**src/rtl/wave_pkg.sv**
```systemverilog
// ---------------------------------------------------------------------------
// wave_pkg
// Shared definitions for the wave-RAM blocks: default address/data widths,
// the maximum channel count, counter width, the reset value of the
// round-robin pointer, and a one-hot to binary helper used by the wave_ram
// users.
//
// Configuration macro: WAVE_RD_ARB_PRIO_EN
//   defined   : ch0 has strict priority and the round-robin pointer lives in
//               1..NUM_CH-1, so it resets to 1.
//   undefined : pure round-robin, pointer resets to 0.
// ---------------------------------------------------------------------------
package wave_pkg;

  localparam int WAVE_AWIDTH = 8;
  localparam int WAVE_DWIDTH = 16;
  localparam int WAVE_MAX_CH = 8;
  localparam int WAVE_CH_W   = $clog2(WAVE_MAX_CH);
  localparam int WAVE_CNT_W  = 16;

`ifdef WAVE_RD_ARB_PRIO_EN
  localparam logic [WAVE_CH_W-1:0] WAVE_RR_PTR_RST = WAVE_CH_W'(1);
`else
  localparam logic [WAVE_CH_W-1:0] WAVE_RR_PTR_RST = '0;
`endif

  // OR-reduction encoder: valid only for one-hot or all-zero inputs, which is
  // all the arbiter ever produces. Cheaper than a priority encoder.
  function automatic logic [WAVE_CH_W-1:0] onehot2bin(input logic [WAVE_MAX_CH-1:0] oh);
    logic [WAVE_CH_W-1:0] bin;
    bin = '0;
    for (int i = 0; i < WAVE_MAX_CH; i++) begin
      if (oh[i]) bin = bin | WAVE_CH_W'(i);
    end
    return bin;
  endfunction

endpackage

```
**src/rtl/wave_rd_arb_rr_arb.sv**
```systemverilog
// ---------------------------------------------------------------------------
// rr_arb
// Combinational round-robin grant plus next-pointer logic for wave_rd_arb.
// The grant is taken from the requests at or above the pointer; if there are
// none, the lowest request overall wins (wrap-around).
//
// Configuration macro: WAVE_RD_ARB_PRIO_EN (ch0 strict priority, ch1..N-1
// round-robin, pointer wraps to 1 and is not moved by ch0 grants).
//
// Ports
//   en_i     in  1        grant enable (already gated by reset in the parent)
//   req_i    in  NUM_CH   per-channel request
//   ptr_i    in  3        current round-robin pointer
//   gnt_o    out NUM_CH   one-hot grant, subset of req_i, 0 when en_i=0
//   ptr_d_o  out 3        pointer value after this cycle's grant (holds if none)
// ---------------------------------------------------------------------------
module rr_arb
  import wave_pkg::*;
#(
  parameter int NUM_CH = 4
) (
  input  logic                 en_i,
  input  logic [NUM_CH-1:0]    req_i,
  input  logic [WAVE_CH_W-1:0] ptr_i,
  output logic [NUM_CH-1:0]    gnt_o,
  output logic [WAVE_CH_W-1:0] ptr_d_o
);

  localparam logic [WAVE_CH_W-1:0] LAST_CH = WAVE_CH_W'(NUM_CH - 1);

  logic [NUM_CH-1:0]    rr_req;
  logic [NUM_CH-1:0]    rr_mask;
  logic [NUM_CH-1:0]    rr_hit;
  logic [NUM_CH-1:0]    pick;
  logic [WAVE_CH_W-1:0] gnt_idx;

  always_comb begin
    // NOTE: every variable written here gets a value before any branch, so no latch is inferred.
    rr_req = req_i;
`ifdef WAVE_RD_ARB_PRIO_EN
    rr_req[0] = 1'b0;
`endif
    // Keep only channels at or above the pointer; x & -x isolates the lowest set bit.
    rr_mask = ~((NUM_CH'(1) << ptr_i) - NUM_CH'(1));
    rr_hit  = rr_req & rr_mask;
    if (|rr_hit) pick = rr_hit & (~rr_hit + NUM_CH'(1));
    else         pick = rr_req & (~rr_req + NUM_CH'(1));
`ifdef WAVE_RD_ARB_PRIO_EN
    if (req_i[0]) pick = NUM_CH'(1);
`endif
    gnt_o = en_i ? pick : '0;
  end

  always_comb begin
    gnt_idx = onehot2bin(WAVE_MAX_CH'(gnt_o));
    ptr_d_o = ptr_i;
    if (|gnt_o) begin
`ifdef WAVE_RD_ARB_PRIO_EN
      if (!gnt_o[0]) ptr_d_o = (gnt_idx == LAST_CH) ? WAVE_CH_W'(1) : gnt_idx + WAVE_CH_W'(1);
`else
      ptr_d_o = (gnt_idx == LAST_CH) ? '0 : gnt_idx + WAVE_CH_W'(1);
`endif
    end
  end

endmodule

```
**src/rtl/wave_rd_arb.sv**
```systemverilog
// ---------------------------------------------------------------------------
// wave_rd_arb
// Shares the single wave-RAM read port among NUM_CH playback channels.
// A transfer happens when req[i] && gnt[i] at a rising rclk edge; the next
// cycle carries ram_re/ram_raddr, and RAM_LAT cycles later the returning
// ram_rdata is tagged with rd_v (one-hot channel). Per-channel saturating
// grant counters are readable through cnt_sel/grant_cnt.
//
// Configuration macro: WAVE_RD_ARB_PRIO_EN (ch0 strict priority).
//
// Ports
//   rclk, r_rst         clock; asynchronous active-high reset
//   enable              0 blocks new grants, in-flight reads still complete
//   req, req_addr       per-channel request and address (ch i at [i*AWIDTH +: AWIDTH])
//   gnt                 one-hot combinational ready
//   ram_re, ram_raddr   registered RAM read strobe/address
//   ram_rdata           RAM read data
//   rd_v, rd_data       one-hot data-valid tag, data passed straight through
//   cnt_clr             synchronous clear of all grant counters
//   cnt_sel, grant_cnt  counter select and registered counter view
// ---------------------------------------------------------------------------
module wave_rd_arb
  import wave_pkg::*;
#(
  parameter int NUM_CH  = 4,
  parameter int AWIDTH  = WAVE_AWIDTH,
  parameter int DWIDTH  = WAVE_DWIDTH,
  parameter int RAM_LAT = 1
) (
  input  logic                     rclk,
  input  logic                     r_rst,
  input  logic                     enable,
  input  logic [NUM_CH-1:0]        req,
  input  logic [NUM_CH*AWIDTH-1:0] req_addr,
  output logic [NUM_CH-1:0]        gnt,
  output logic                     ram_re,
  output logic [AWIDTH-1:0]        ram_raddr,
  input  logic [DWIDTH-1:0]        ram_rdata,
  output logic [NUM_CH-1:0]        rd_v,
  output logic [DWIDTH-1:0]        rd_data,
  input  logic                     cnt_clr,
  input  logic [2:0]               cnt_sel,
  output logic [WAVE_CNT_W-1:0]    grant_cnt
);

  logic                  arb_en;
  logic [WAVE_CH_W-1:0]  rr_ptr_q, rr_ptr_d;
  logic [AWIDTH-1:0]     ram_raddr_q, addr_d;
  logic [WAVE_CNT_W-1:0] grant_cnt_q, grant_cnt_d;
  logic [WAVE_CNT_W-1:0] cnt_q [NUM_CH];
  // Stage 0 is the cycle ram_re is high; stage RAM_LAT is the cycle data returns.
  logic [NUM_CH-1:0]     tag_q [RAM_LAT+1];

  // gnt must stay low during reset even though the asynchronous state is cleared.
  assign arb_en = enable & ~r_rst;

  rr_arb #(.NUM_CH(NUM_CH)) u_rr_arb (
    .en_i    (arb_en),
    .req_i   (req),
    .ptr_i   (rr_ptr_q),
    .gnt_o   (gnt),
    .ptr_d_o (rr_ptr_d)
  );

  // gnt is one-hot and a subset of req, so an AND-OR mux picks the granted address.
  always_comb begin
    addr_d = '0;
    for (int i = 0; i < NUM_CH; i++) begin
      if (gnt[i]) addr_d = addr_d | req_addr[i*AWIDTH +: AWIDTH];
    end
  end

  // Unimplemented selects (>= NUM_CH) fall through to zero.
  always_comb begin
    grant_cnt_d = '0;
    for (int i = 0; i < NUM_CH; i++) begin
      if (cnt_sel == 3'(i)) grant_cnt_d = cnt_q[i];
    end
  end

  always_ff @(posedge rclk or posedge r_rst) begin
    if (r_rst) begin
      // NOTE: the tag pipe and counters are a handful of flops, not RAM, so resetting them is cheap and discards in-flight reads.
      rr_ptr_q    <= WAVE_RR_PTR_RST;
      ram_raddr_q <= '0;
      grant_cnt_q <= '0;
      for (int j = 0; j <= RAM_LAT; j++) tag_q[j] <= '0;
      for (int i = 0; i < NUM_CH; i++)   cnt_q[i] <= '0;
    end else begin
      // NOTE: non-blocking assignments so every register samples pre-edge values regardless of statement order.
      rr_ptr_q    <= rr_ptr_d;
      grant_cnt_q <= grant_cnt_d;
      if (|gnt) ram_raddr_q <= addr_d;
      tag_q[0] <= gnt;
      for (int j = 1; j <= RAM_LAT; j++) tag_q[j] <= tag_q[j-1];
      for (int i = 0; i < NUM_CH; i++) begin
        if (cnt_clr)                      cnt_q[i] <= '0;
        else if (gnt[i] && cnt_q[i] != '1) cnt_q[i] <= cnt_q[i] + WAVE_CNT_W'(1);
      end
    end
  end

  assign ram_re    = |tag_q[0];
  assign ram_raddr = ram_raddr_q;
  assign rd_v      = tag_q[RAM_LAT];
  assign rd_data   = ram_rdata;
  assign grant_cnt = grant_cnt_q;

endmodule
```
**config.mk**
```make
export PLATFORM = sky130hd
export DESIGN_NAME = wave_rd_arb
export DESIGN_NICKNAME = d
export VERILOG_FILES = /design/src/rtl/wave_pkg.sv /design/src/rtl/wave_rd_arb_rr_arb.sv /design/src/rtl/wave_rd_arb.sv
export SDC_FILE = /design/constraint.sdc
export NUM_CORES = 1
export LEC_CHECK = 0
export ABC_AREA = 1
export CAP_MARGIN = 20
export CORE_ASPECT_RATIO = 1.75
export CORE_MARGIN = 8
export CORE_UTILIZATION = 40
export DETAILED_ROUTE_END_ITERATION = 7
export HOLD_SLACK_MARGIN = 0.03
export PLACE_DENSITY = 0.64
export RECOVER_POWER = 50
export SYNTH_ARGS = -nofsm -noshare
export SYNTH_HDL_FRONTEND = slang
export SYNTH_SLANG_ARGS = --single-unit
```
**constraint.sdc**
```tcl
create_clock -name rclk -period 2.59 [get_ports rclk]
set_clock_uncertainty 0.15 [all_clocks]
set_input_delay 0.259 -clock rclk [delete_from_list [all_inputs] [get_ports rclk]]
set_output_delay 0.259 -clock rclk [all_outputs]
set_load 0.01 [all_outputs]
```
==> qor.csv <==
metric,value,unit
relSlewSlack,29.94,%
crit_slowest_cell,dfrtp_1,
worstPathMaxFanout,4,
wl_met1,6691,um
cts_sinks,98,
clk_latency,350,ps
slew_violations,0,
drt_iter0_drc,282,
fin_nets,1035,
power_density,529.5,nW/um^2
clockBufferDepth,2,
vias,6051,
grt_pass1_wl,30170,um
worstSetupStartpoint,rr_ptr_q[0],
drc_errors,0,
yosysWarningCount,0,
clk_transition_reported_paths,70,ps
critPathMaxStageDelay,420,ps
grt_max_degree,59,
ys_ff_latch,98,
end_kind,output port,
yosysMostFrequentCell,nand2_1,
synth_cell_type_count,32,
synth_cells,903,
fin_ws,175.9,ps
cts_tree,built,
crit_end,gnt[1],
instances_no_fill,1161,
run_status,"finished, final reports clean",
worstMarginPinSlew,1051,ps
synth_commonest_cells,"nand2_1, nand3_1, nor2_1",
max_freq,414.2,MHz
crit-reg2reg-launch,rr_ptr_q[0],
pre_cts_ws,109.0,ps
antenna_found_initial,0,
antenna_cells,0,
avgSynthCellArea,7.015,um^2
p_leak,3.667,nW
drv_cap,0,
gp_congestion,0.8711,
start_util,40.29,%
rr_endpoint,cnt_q[58],
met3_wirelength,901,um
r2r_cells,14,
io_pins,108,
ant_nets,0,
cts-root-buf,clkbuf_16,
crit_required,2180,ps
critPathLaunchType,flop,
drtPass1Iterations,5,
synth_top_area_share,38.71,%
highest_layer,met4,
die_w,111.1,um
seq_area_frac_synth,38.71,%
core_area,15720,um^2
cp_cell_sequence,inv_1 > ha_1 > inv_1 > ha_1 > nand2_1 > nand2_2 > inv_1 > nand3_1 > nand2_1 > nand2_2 > inv_1 > clkbuf_2,
min_period,2414,ps
numCtsBuffers,9,
num_rows,61,
async_reset_ff_share,100.0,%
groute.usage.overall,18.14,%
syn_nets,971,
path_class,reg -> out,
ys.flop_type,dfrtp_1,
die_h,182.5,um
dieArea,20280,um^2
grt_pass1_vias,6069,
cts_htree_levels,3,
period_share,93.21,%
post-cts-setup-buffers,0,
portBuffers,75,
hold_path.class,reg -> reg,
synth_area,6335,um^2
wl_per_cell,15.53,um
arrival,2010,ps
viasPerCell,5.212,
hold_ws,219.8,ps
syn2layout_area_growth,18.35,%
final_layout_size_suffix_gt1_share,7.613,%
dpl.cell_count,1145,
hpwl,13710,um
holdPathStages,0,
synthTopCellsByArea,"dfrtp_1, nand2_1, nand3_1, nor2_1, nand4_1",
ir_worst_vdd,0.3742,mV
rsz0062_at_grt,false,
synth_edf_count,0,
met2_length,9664,um
crit_path_frequent_cell,inv_1,
yosys.area.top_type,dfrtp_1,
wl,18030,um
hold_violations,0,
regToRegSetupSlack,220,ps
grt.overflow.total,0,
fin_setup_tns,0,ps
setup_viol,0,
[how the worst min path moves through the flow]
stage             start  endpoint  slack, ps
6_report       tag_q[6]   rd_v[2]        220
5_1_grt        tag_q[6]   rd_v[2]        240
4_1_cts        tag_q[6]   rd_v[2]        220
3_5_place_dp   tag_q[6]   rd_v[2]        200
3_3_place_gp   tag_q[6]   rd_v[2]        210
2_1_floorplan  tag_q[6]   rd_v[2]        200
[per-stage QoR]
| step | cell area [um^2] | power [mW] | utilization, % |
|---|---|---|---|
| CTS | 7516 | 4.045 | 47.80 |
| detailed placement | 7239 | 2.755 | 46.04 |
| floorplan | 6337 | 2.308 | - |
| finish | 7497 | 3.970 | 47.68 |
| global placement | 7239 | 2.754 | 46.04 |
| global route | 7497 | 4.206 | 47.68 |
[state kept, by name (all words and copies together) (netlist names)]
register,cells
rd_v,4
tag_q,4
ram_raddr,8
cnt_q,64
rr_ptr_q,2
grant_cnt,16
[routing by layer]
| layer | vias to the layer above | GRT usage, % |
|---|---|---|
| met4 | 0 | 9.920 |
| met3 | 49 | 3.912 |
| li1 | 3029 | - |
| met1 | 2800 | 18.28 |
| met2 | 173 | 33.69 |
| met5 | - | 0 |
[cells in the final DEF, fill, tap and decap left out, types with 12 or more instances in the layout]
master,count
nand3b_1,13
nand4_1,52
inv_1,77
o21ai_0,21
xor2_1,19
buf_4,19
nand3_1,110
dfrtp_1,98
nor2_1,99
nand2_1,294
clkdlybuf4s50_1,42
nand2_2,12
dlygate4sd3_1,29
[what timing repair did]
item                       CTS  global route
setup endpoints to repair    4             2
hold buffers                 0             0
pin swaps                    0             0
gates resized for setup      5             4
[layout make-up]
| class | instances | area (um^2) |
|---|---|---|
| inverter | 83 | 312.8 |
| sequential | 98 | 2452 |
| multi-input combinational | 676 | 3266 |
| tap | 189 | 236.5 |
| timing repair buffer | 99 | 949.7 |
| fill | 1605 | 8225 |
| clock buffer | 11 | 242.7 |
| clock inverter | 5 | 37.54 |
[power breakdown]
part           switching, mW  internal (mW)
clock                  0.613          0.683
sequential            0.0826           1.64
combinational          0.550          0.404
[worst max-delay path, delay by kind of cell (launching register included)]
family                     cells  cell delay, ps
adders and majority gates      2             430
and+or+nand+nor                5             380
buffers and inverters          5             430
DFF                            1             420
[logic make-up after synthesis]
family	after synthesis	share of synthesized area, %
flops	98	38.71
buf+inv	129	9.698
xor+xnor	23	3.180
fa+ha+maj	9	1.778
compound gates	41	3.772
simple gates	603	42.86
Note: power is estimated with default switching activity, not from simulation.
